$ cat config.mk
export PLATFORM = sky130hd
export DESIGN_NAME = frame_writer_flat
export DESIGN_NICKNAME = d
export VERILOG_FILES = /design/src/rtl/filter_pkg.sv /design/src/rtl/frame_writer_if.sv /design/src/rtl/frame_writer_raster_counter.sv /design/src/rtl/frame_writer.sv /design/src/flat_wrapper.sv
export SDC_FILE = /design/constraint.sdc
export NUM_CORES = 1
export LEC_CHECK = 0
export CAP_MARGIN = 0
export CORE_MARGIN = 8
export CORE_UTILIZATION = 48
export CTS_BUF_LIST = sky130_fd_sc_hd__clkbuf_8
export DETAILED_ROUTE_END_ITERATION = 10
export PLACE_DENSITY = 0.8
export REMOVE_ABC_BUFFERS = 1
export SYNTH_ARGS = -nofsm -noshare
export SYNTH_HDL_FRONTEND = slang
export SYNTH_SLANG_ARGS = --single-unit
export TNS_END_PERCENT = 10
$ cat constraint.sdc
create_clock -name clk -period 2.24 [get_ports clk]
set_input_delay 0.336 -clock clk [delete_from_list [all_inputs] [get_ports clk]]
set_output_delay 0.336 -clock clk [all_outputs]
set_load 0.02 [all_outputs]
$ cat src/rtl/filter_pkg.sv
// Shared types, frame constants and channel quantization for the filter pipeline.
package filter_pkg;

  localparam int FRAME_W = 160;
  localparam int FRAME_H = 120;

  typedef enum logic [1:0] {IDLE, WRITE, DRAIN} fw_state_t;

  // Truncating quantization; result is right-aligned as {r, g, b}, each cbits wide.
  function automatic logic [23:0] quantize(input logic [7:0] r, input logic [7:0] g,
                                           input logic [7:0] b, input int cbits);
    quantize = (({16'b0, r} >> (8 - cbits)) << (2 * cbits))
             | (({16'b0, g} >> (8 - cbits)) << cbits)
             |  ({16'b0, b} >> (8 - cbits));
  endfunction

endpackage

$ cat src/rtl/frame_writer_if.sv
// Pixel stream in and framebuffer plot bus out; master is the frame writer side.
interface frame_writer_if #(
  parameter int XW    = 8,
  parameter int YW    = 7,
  parameter int CBITS = 3
);
  logic [7:0]         red_in;
  logic [7:0]         green_in;
  logic [7:0]         blue_in;
  logic               in_valid;
  logic               in_ready;
  logic [XW-1:0]      x;
  logic [YW-1:0]      y;
  logic [3*CBITS-1:0] colour;
  logic               plot_valid;
  logic               plot_ready;

  modport master (
    input  red_in, green_in, blue_in, in_valid, plot_ready,
    output in_ready, x, y, colour, plot_valid
  );

  modport slave (
    output red_in, green_in, blue_in, in_valid, plot_ready,
    input  in_ready, x, y, colour, plot_valid
  );
endinterface

$ cat src/rtl/frame_writer_raster_counter.sv
// Raster-order px/py position counter with border and last-position flags.
module raster_counter #(
  parameter int WIDTH  = 160,
  parameter int HEIGHT = 120,
  parameter int XW     = 8,
  parameter int YW     = 7
) (
  input  logic          clk,
  input  logic          reset_n,
  input  logic          clear,
  input  logic          en,
  output logic [XW-1:0] px,
  output logic [YW-1:0] py,
  output logic          is_border,
  output logic          is_last
);
  localparam logic [XW-1:0] X_LAST = XW'(WIDTH - 1);
  localparam logic [YW-1:0] Y_LAST = YW'(HEIGHT - 1);

  always_ff @(posedge clk) begin
    if (!reset_n || clear) begin
      px <= '0;
      py <= '0;
    end else if (en) begin
      if (px == X_LAST) begin
        px <= '0;
        py <= (py == Y_LAST) ? '0 : py + 1'b1;
      end else begin
        px <= px + 1'b1;
      end
    end
  end

  assign is_border = (px == '0) || (px == X_LAST) || (py == '0) || (py == Y_LAST);
  assign is_last   = (px == X_LAST) && (py == Y_LAST);
endmodule

$ cat src/rtl/frame_writer.sv
// Writes one full frame to the plot interface: interior pixels from the filter
// stream, one-pixel edge filled with a constant border colour.
//
// state | meaning
// IDLE  | waiting for start
// WRITE | loading positions (0,0)..(WIDTH-1,HEIGHT-1) into the plot register
// DRAIN | last write pending, waiting for plot_ready
module frame_writer
  import filter_pkg::*;
#(
  parameter int                   WIDTH         = FRAME_W,
  parameter int                   HEIGHT        = FRAME_H,
  parameter int                   XW            = 8,
  parameter int                   YW            = 7,
  parameter int                   CBITS         = 3,
  parameter logic [3*CBITS-1:0]   BORDER_COLOUR = '0
) (
  input  logic                  clk,
  input  logic                  reset_n,
  input  logic                  start,
  output logic                  busy,
  output logic                  done,
  frame_writer_if.master        fw
);
  localparam int CW = 3 * CBITS;

  fw_state_t       state, state_nxt;
  logic            slot_free;
  logic            load;
  logic            cnt_clear;
  logic            done_nxt;
  logic [XW-1:0]   px;
  logic [YW-1:0]   py;
  logic            is_border;
  logic            is_last;
  logic [CW-1:0]   q_colour;

  raster_counter #(.WIDTH(WIDTH), .HEIGHT(HEIGHT), .XW(XW), .YW(YW)) u_raster (
    .clk       (clk),
    .reset_n   (reset_n),
    .clear     (cnt_clear),
    .en        (load),
    .px        (px),
    .py        (py),
    .is_border (is_border),
    .is_last   (is_last)
  );

  assign slot_free = !fw.plot_valid || fw.plot_ready;
  assign q_colour  = CW'(quantize(fw.red_in, fw.green_in, fw.blue_in, CBITS));
  assign busy      = (state != IDLE);

  always_ff @(posedge clk) begin
    if (!reset_n) state <= IDLE;
    else          state <= state_nxt;
  end

  always_comb begin
    state_nxt   = state;
    cnt_clear   = 1'b0;
    load        = 1'b0;
    fw.in_ready = 1'b0;
    done_nxt    = 1'b0;
    case (state)
      IDLE: begin
        if (start) begin
          state_nxt = WRITE;
          cnt_clear = 1'b1;
        end
      end
      WRITE: begin
        fw.in_ready = slot_free && !is_border;
        load        = slot_free && (is_border || fw.in_valid);
        if (load && is_last) state_nxt = DRAIN;
      end
      DRAIN: begin
        if (fw.plot_ready) begin
          state_nxt = IDLE;
          done_nxt  = 1'b1;
        end
      end
      default: state_nxt = IDLE;
    endcase
  end

  // Plot register holds x/y/colour steady while the framebuffer stalls.
  always_ff @(posedge clk) begin
    if (!reset_n) begin
      fw.x          <= '0;
      fw.y          <= '0;
      fw.colour     <= '0;
      fw.plot_valid <= 1'b0;
      done          <= 1'b0;
    end else begin
      done <= done_nxt;
      if (load) begin
        fw.x          <= px;
        fw.y          <= py;
        fw.colour     <= is_border ? BORDER_COLOUR : q_colour;
        fw.plot_valid <= 1'b1;
      end else if (fw.plot_ready) begin
        fw.plot_valid <= 1'b0;
      end
    end
  end
endmodule
$ cat src/flat_wrapper.sv
// flat-port wrapper written by rule: the top's interface ports become plain ports
module frame_writer_flat import filter_pkg::*;
#(
  parameter int                   WIDTH         = FRAME_W,
  parameter int                   HEIGHT        = FRAME_H,
  parameter int                   XW            = 8,
  parameter int                   YW            = 7,
  parameter int                   CBITS         = 3,
  parameter logic [3*CBITS-1:0]   BORDER_COLOUR = '0
)
  (clk, reset_n, start, busy, done, fw_red_in, fw_green_in, fw_blue_in, fw_in_valid, fw_plot_ready, fw_in_ready, fw_x, fw_y, fw_colour, fw_plot_valid);
  frame_writer_if #(.XW(XW), .YW(YW), .CBITS(CBITS)) fw_i ();
  input  logic clk;
  input  logic reset_n;
  input  logic start;
  output logic busy;
  output logic done;
  input wire logic [$bits(fw_i.red_in)-1:0] fw_red_in;
  input wire logic [$bits(fw_i.green_in)-1:0] fw_green_in;
  input wire logic [$bits(fw_i.blue_in)-1:0] fw_blue_in;
  input wire logic [$bits(fw_i.in_valid)-1:0] fw_in_valid;
  input wire logic [$bits(fw_i.plot_ready)-1:0] fw_plot_ready;
  output wire logic [$bits(fw_i.in_ready)-1:0] fw_in_ready;
  output wire logic [$bits(fw_i.x)-1:0] fw_x;
  output wire logic [$bits(fw_i.y)-1:0] fw_y;
  output wire logic [$bits(fw_i.colour)-1:0] fw_colour;
  output wire logic [$bits(fw_i.plot_valid)-1:0] fw_plot_valid;
  assign fw_i.red_in = fw_red_in;
  assign fw_i.green_in = fw_green_in;
  assign fw_i.blue_in = fw_blue_in;
  assign fw_i.in_valid = fw_in_valid;
  assign fw_i.plot_ready = fw_plot_ready;
  assign fw_in_ready = fw_i.in_ready;
  assign fw_x = fw_i.x;
  assign fw_y = fw_i.y;
  assign fw_colour = fw_i.colour;
  assign fw_plot_valid = fw_i.plot_valid;
  frame_writer #(.WIDTH(WIDTH), .HEIGHT(HEIGHT), .XW(XW), .YW(YW), .CBITS(CBITS), .BORDER_COLOUR(BORDER_COLOUR)) u_core (.clk(clk), .reset_n(reset_n), .start(start), .busy(busy), .done(done), .fw(fw_i));
endmodule
After elaboration in Yosys (flattened, before gate mapping). Index checks and enable logic that the tools add are counted.

Output and inout port bits: 28. Word-level logic and storage cells: 54. Input port bits: 29. Flip-flop bits (word level): 43.

Reductions and logical operators: 21. $add $sub $neg: 2. Mux-type cells: 14. Bitwise gates (word level): 2. Equal/unequal tests: 7.

Operators by type and width (count): $mux 9 (1); $or 9x3->9 (1); $or 9x6->9 (1); $add 8x1->8 const B (1); $eq 8x8->1 const B (1); $logic_not 8->1 (1); $mux 8 (1); $add 7x1->7 const B (1); $eq 7x7->1 const B (1); $logic_not 7->1 (1); $mux 1 (7); $mux 7 (1); $logic_or 1x1->1 (6); $mux 2 (3); $pmux 2 s3 (1); $logic_and 1x1->1 (4); $ne 2x2->1 const B (2); $reduce_and 2->1 (2); $reduce_bool 2->1 (2); $logic_not 1->1 (3); $reduce_and 3->1 (1); $eq 2x1->1 const B (1); $eq 2x2->1 const B (1); $logic_not 2->1 (1); $ne 2x1->1 const B (1).

Depth between registers and ports, before layout.
Depth after elaboration: 9. Mapped depth: 9. Gate-level depth less buffers: 7.

Modules after synthesis. From an unflattened synthesis, not the netlist that was laid out.

Cells, all modules: 224. Area, all modules: 2034.5 um^2.

Modules (own cells, without submodules): frame_writer (instances 1, cells an instance 129, area an instance 1218.7 um^2, sequential area each 560.5 um^2); raster_counter (instances 1, cells an instance 95, area an instance 815.8 um^2, sequential area each 300.3 um^2).

Worst setup path before layout. No wires, ideal clock.

Path type: register -> output. Start: reg u_core.u_raster.px[0]. End: out fw_in_ready. Arrival time: 1.652 ns. Slack: 0.252 ns. Path buffers: 0. Stages on the path, launching flop included: 6. Data required time: 1.904 ns. Cell sequence: dfxtp_1 > ha_1 > and4bb_1 > a22o_1 > or3_4 > nor2_1.

Longest elaborated chain between the ends: 7. Elaborated cells on any way between the ends: 8. Classes of those cells: eq/ne: 1; mux: 1; reduce/logical: 6.

RTL lines: start, declared (RTL line frame_writer_raster_counter.sv:12) `output logic [XW-1:0] px,`; start signal, assigned (RTL line frame_writer_raster_counter.sv:29) `px <= px + 1'b1;`; $eq 8x8->1 or $logic_not 8->1 (tied branches) (RTL line frame_writer_raster_counter.sv:34) `assign is_border = (px == '0) || (px == X_LAST) || (py == '0) || (py == Y_LAST);`; $logic_or 1x1->1 (*) (3 in a row) (RTL line frame_writer_raster_counter.sv:34); $logic_not 1->1 (*) (RTL line frame_writer.sv:72) `fw.in_ready = slot_free && !is_border;`; $logic_and 1x1->1 (*) (RTL line frame_writer.sv:72); $mux 1 (*) (RTL line frame_writer.sv:64) `case (state)`; end, declared (RTL line flat_wrapper.sv:23) `output wire logic [$bits(fw_i.in_ready)-1:0] fw_in_ready;`.

Every way passes the cells marked *; elsewhere a longest branch is shown, timed or not.

Worst setup path after layout.
Start: reg u_core.u_raster.px[1]. End: out fw_in_ready.

The elaborated chain is that of the path after synthesis.

==> flow_summary.yaml <==
logic_synthesis:
  synth_cells: 212
  netlist_area_mm2: 0.00188
  async_reset_ff_frac: 0
  synth_seq_cells: 43
  synth_edf_count: 0
  yosysSeqAreaShare: 0.457
  synth_flop_cell: "dfxtp_1"
  postSynthAreaPerCell_um2: 8.88
  ys.warnings.count: 0
  netlist-cell-type-count: 39
routing:
  drt-initial-drc-count: 122
  via_count: 1818
  drtAntennaViolNets: 0
  wirelength_um: 4790
  viasPerCell: 5.51
  wire_per_inst_um: 14.5
  drc_errors: 0
  drt-pass1-iter-count: 4
setup_path:
  arrival_ns: 1.89
  crit_path_end_kind: "output port"
  cp.required_ns: 1.90
  worst-setup-path-type: "flop to output port"
  max_stage_delay_ns: 0.42
  cp_slowest_cell: "or3_4"
  r2r_cells: 7
  r2r_setup_slack_ns: 0.09
  path_cells: "ha_4 -> and4bb_2 -> a22o_1 -> or3_4 -> nor2_4 -> buf_6"
  cp_max_fo: 3
  startpoint_type: "flop"
cts:
  h-tree-depth: 2
  root_buffer: "clkbuf_8"
  clock-sinks: 43
  clkTransAtPathRegs_ns: 0.08
  cts_tree: "built"
  clock_latency_ns: 0.30
  cts_hold_buf: 0
  cts_inserted_buffers: 5
  clk_path_buf_depth: 2
placed_design:
  dp_cells: 321
  portBuffers: 41
  finalWeightedCongestion: 0.868
  hpwl_um: 3510
sta:
  min_period_ns: 2.23
  slew_headroom: 0.717
  rsz0062_at_grt: "true"
  worst_pin_slew_ns: 0.423
  finalCritPeriodShare: 0.994
  setup_viol: 0
  final_max_slew_viol_count: 0
  finalHoldWorstSlack_ns: 0.450
  hold_viol: 0
  fin_worst_skew_ns: 0.00973
  max_freq_mhz: 449
final_layout:
  syn2layout_area_growth_pct: 43.4
  layout.cells.non_filler: 330
  fillerInstances: 287
  layout.nets: 314
  postLayoutCoreUtil: 0.726
  num_antenna_cells: 0
  drive_gt1_frac: 0.216
floorplanning:
  initial_core_util: 0.506
  ios: 57
  dieArea_mm2: 0.00618
  die_x_um: 78.6
  fp.dieH_um: 78.6
  coreArea_mm2: 0.00372
  rows: 22
hold_path:
  hp-class: "flop to flop"
  holdPathStages: 2
job:
  max_cap_violations: 0
global_route:
  grt_pass1_wl_um: 7710
  grtUsageTotal: 0.154
  grt_max_degree: 20
  antenna_found_initial: 0
  grt.overflow.total: 0
  grt_pass1_vias: 1744
run_status:
  status: "complete, no violations"
power:
  leakage_nw: 1.08
  peakVddDrop_mv: 0.296
  power_density_mw_per_mm2: 539
  total_power_mw: 1.45
-- timing repair --
action | in CTS | in global routing
hold endpoints to repair | 0 | 0
buffers inserted | 0 | 1
setup endpoints to repair | 1 | 12
pin swaps | 0 | 5
gates resized for setup | 7 | 15
-- per-stage QoR --
stage / setup TNS [ns] / setup WS [ns] / instance area, µm²
6_report: 0 / 0.0128 / 2700
5_1_grt: -0.0311 / -0.0311 / 2700
4_1_cts: 0 / 0.00151 / 2650
3_5_place_dp: -0.150 / -0.150 / 2540
3_3_place_gp: -0.130 / -0.130 / 2540
2_1_floorplan: -12.34 / -0.591 / 1800
-- synthesized netlist by cell type (5+ instances only) --
master | n | share of area
a21oi_1 | 7 | 0.019
inv_1 | 7 | 0.014
o31ai_1 | 5 | 0.020
nor2_1 | 11 | 0.022
nand4_1 | 8 | 0.027
dfxtp_1 | 43 | 0.46
nand2_1 | 25 | 0.050
nand3_1 | 36 | 0.096
and3_1 | 6 | 0.020
a22o_1 | 10 | 0.047
-- sequential cells by signal, summed over array words and instances, names as in the netlist --
signal	cells
u_core.fw.y	7
u_core.fw.x	8
u_core.fw.plot_valid	1
u_core.fw.colour	9
u_core.state	2
u_core.u_raster.px	8
u_core.u_raster.py	7
u_core.done	1
-- layout by cell type, fill, tap and decap left out, types with 2 or more instances in the layout --
master           instances
ha_2                     2
nand3_1                 36
buf_4                   32
o21ai_0                  3
clkdlybuf4s50_1         40
and2_1                   4
buf_6                    2
nand2_1                 25
or3_1                    3
nand4_1                  8
inv_1                    5
clkbuf_8                 7
o31ai_1                  5
o211ai_1                 2
xor2_1                   4
nor2_1                  10
nor2b_1                  2
a21oi_1                  7
dfxtp_2                  3
inv_2                    2
dfxtp_1                 39
and3_1                   5
or4_1                    3
a22o_1                  10
-- logic make-up after synthesis --
family,Yosys count,synth area share
AOI/OAI and AO/OA,33,0.131
adders and majority gates,4,0.0266
muxes,1,0.00532
buffers and inverters,20,0.0565
xor gates and xnor gates,5,0.0233
DFF,43,0.457
and+or+nand+nor,106,0.300
-- cell type report --
class	count	area (µm²)	area share
Clock inverter	1	7.51	0.00278
Tap cell	48	60.1	0.0223
Multi-Input combinational cell	149	956	0.354
Clock buffer	7	96.3	0.0357
Timing Repair Buffer	75	683	0.253
Inverter	7	26.3	0.00974
Sequential cell	43	868	0.322
-- path summary, 6_finish.rpt --
| kind | from | to |
|---|---|---|
| worst max-delay path | u_core.u_raster.px[1]$_SDFFE_PP0P_ | fw_in_ready |
| worst min-delay path | u_core.fw.y[6]$_SDFFE_PN0P_ | u_core.fw.y[6]$_SDFFE_PN0P_ |
| worst max register to register | u_core.u_raster.px[1]$_SDFFE_PP0P_ | u_core.fw.colour[4]$_SDFFE_PN0P_ |
| worst min register to register | u_core.fw.y[6]$_SDFFE_PN0P_ | u_core.fw.y[6]$_SDFFE_PN0P_ |
-- critical path, delay by kind of cell (launching register included) --
kind | cells | cell delay, ns
and+or+nand+nor | 3 | 0.76
DFF | 1 | 0.34
AOI/OAI and AO/OA | 1 | 0.22
adders and majority gates | 1 | 0.15
buffers and inverters | 1 | 0.12
-- power breakdown --
part           switching (mW)  internal, mW
registers             0.00459         0.768
logic                  0.0744        0.0664
clock network           0.259         0.280
-- per-layer routing --
| metal | vias up | routed length, µm | global-route usage |
|---|---|---|---|
| met2 | 53 | 2270 | 0.247 |
| li1 | 904 | - | - |
| met3 | 5 | 233 | 0.0410 |
| met4 | 0 | 85 | 0.0889 |
| met5 | - | 0 | 0 |
| met1 | 856 | 2200 | 0.180 |
Note: power is estimated with default switching activity, not from simulation.
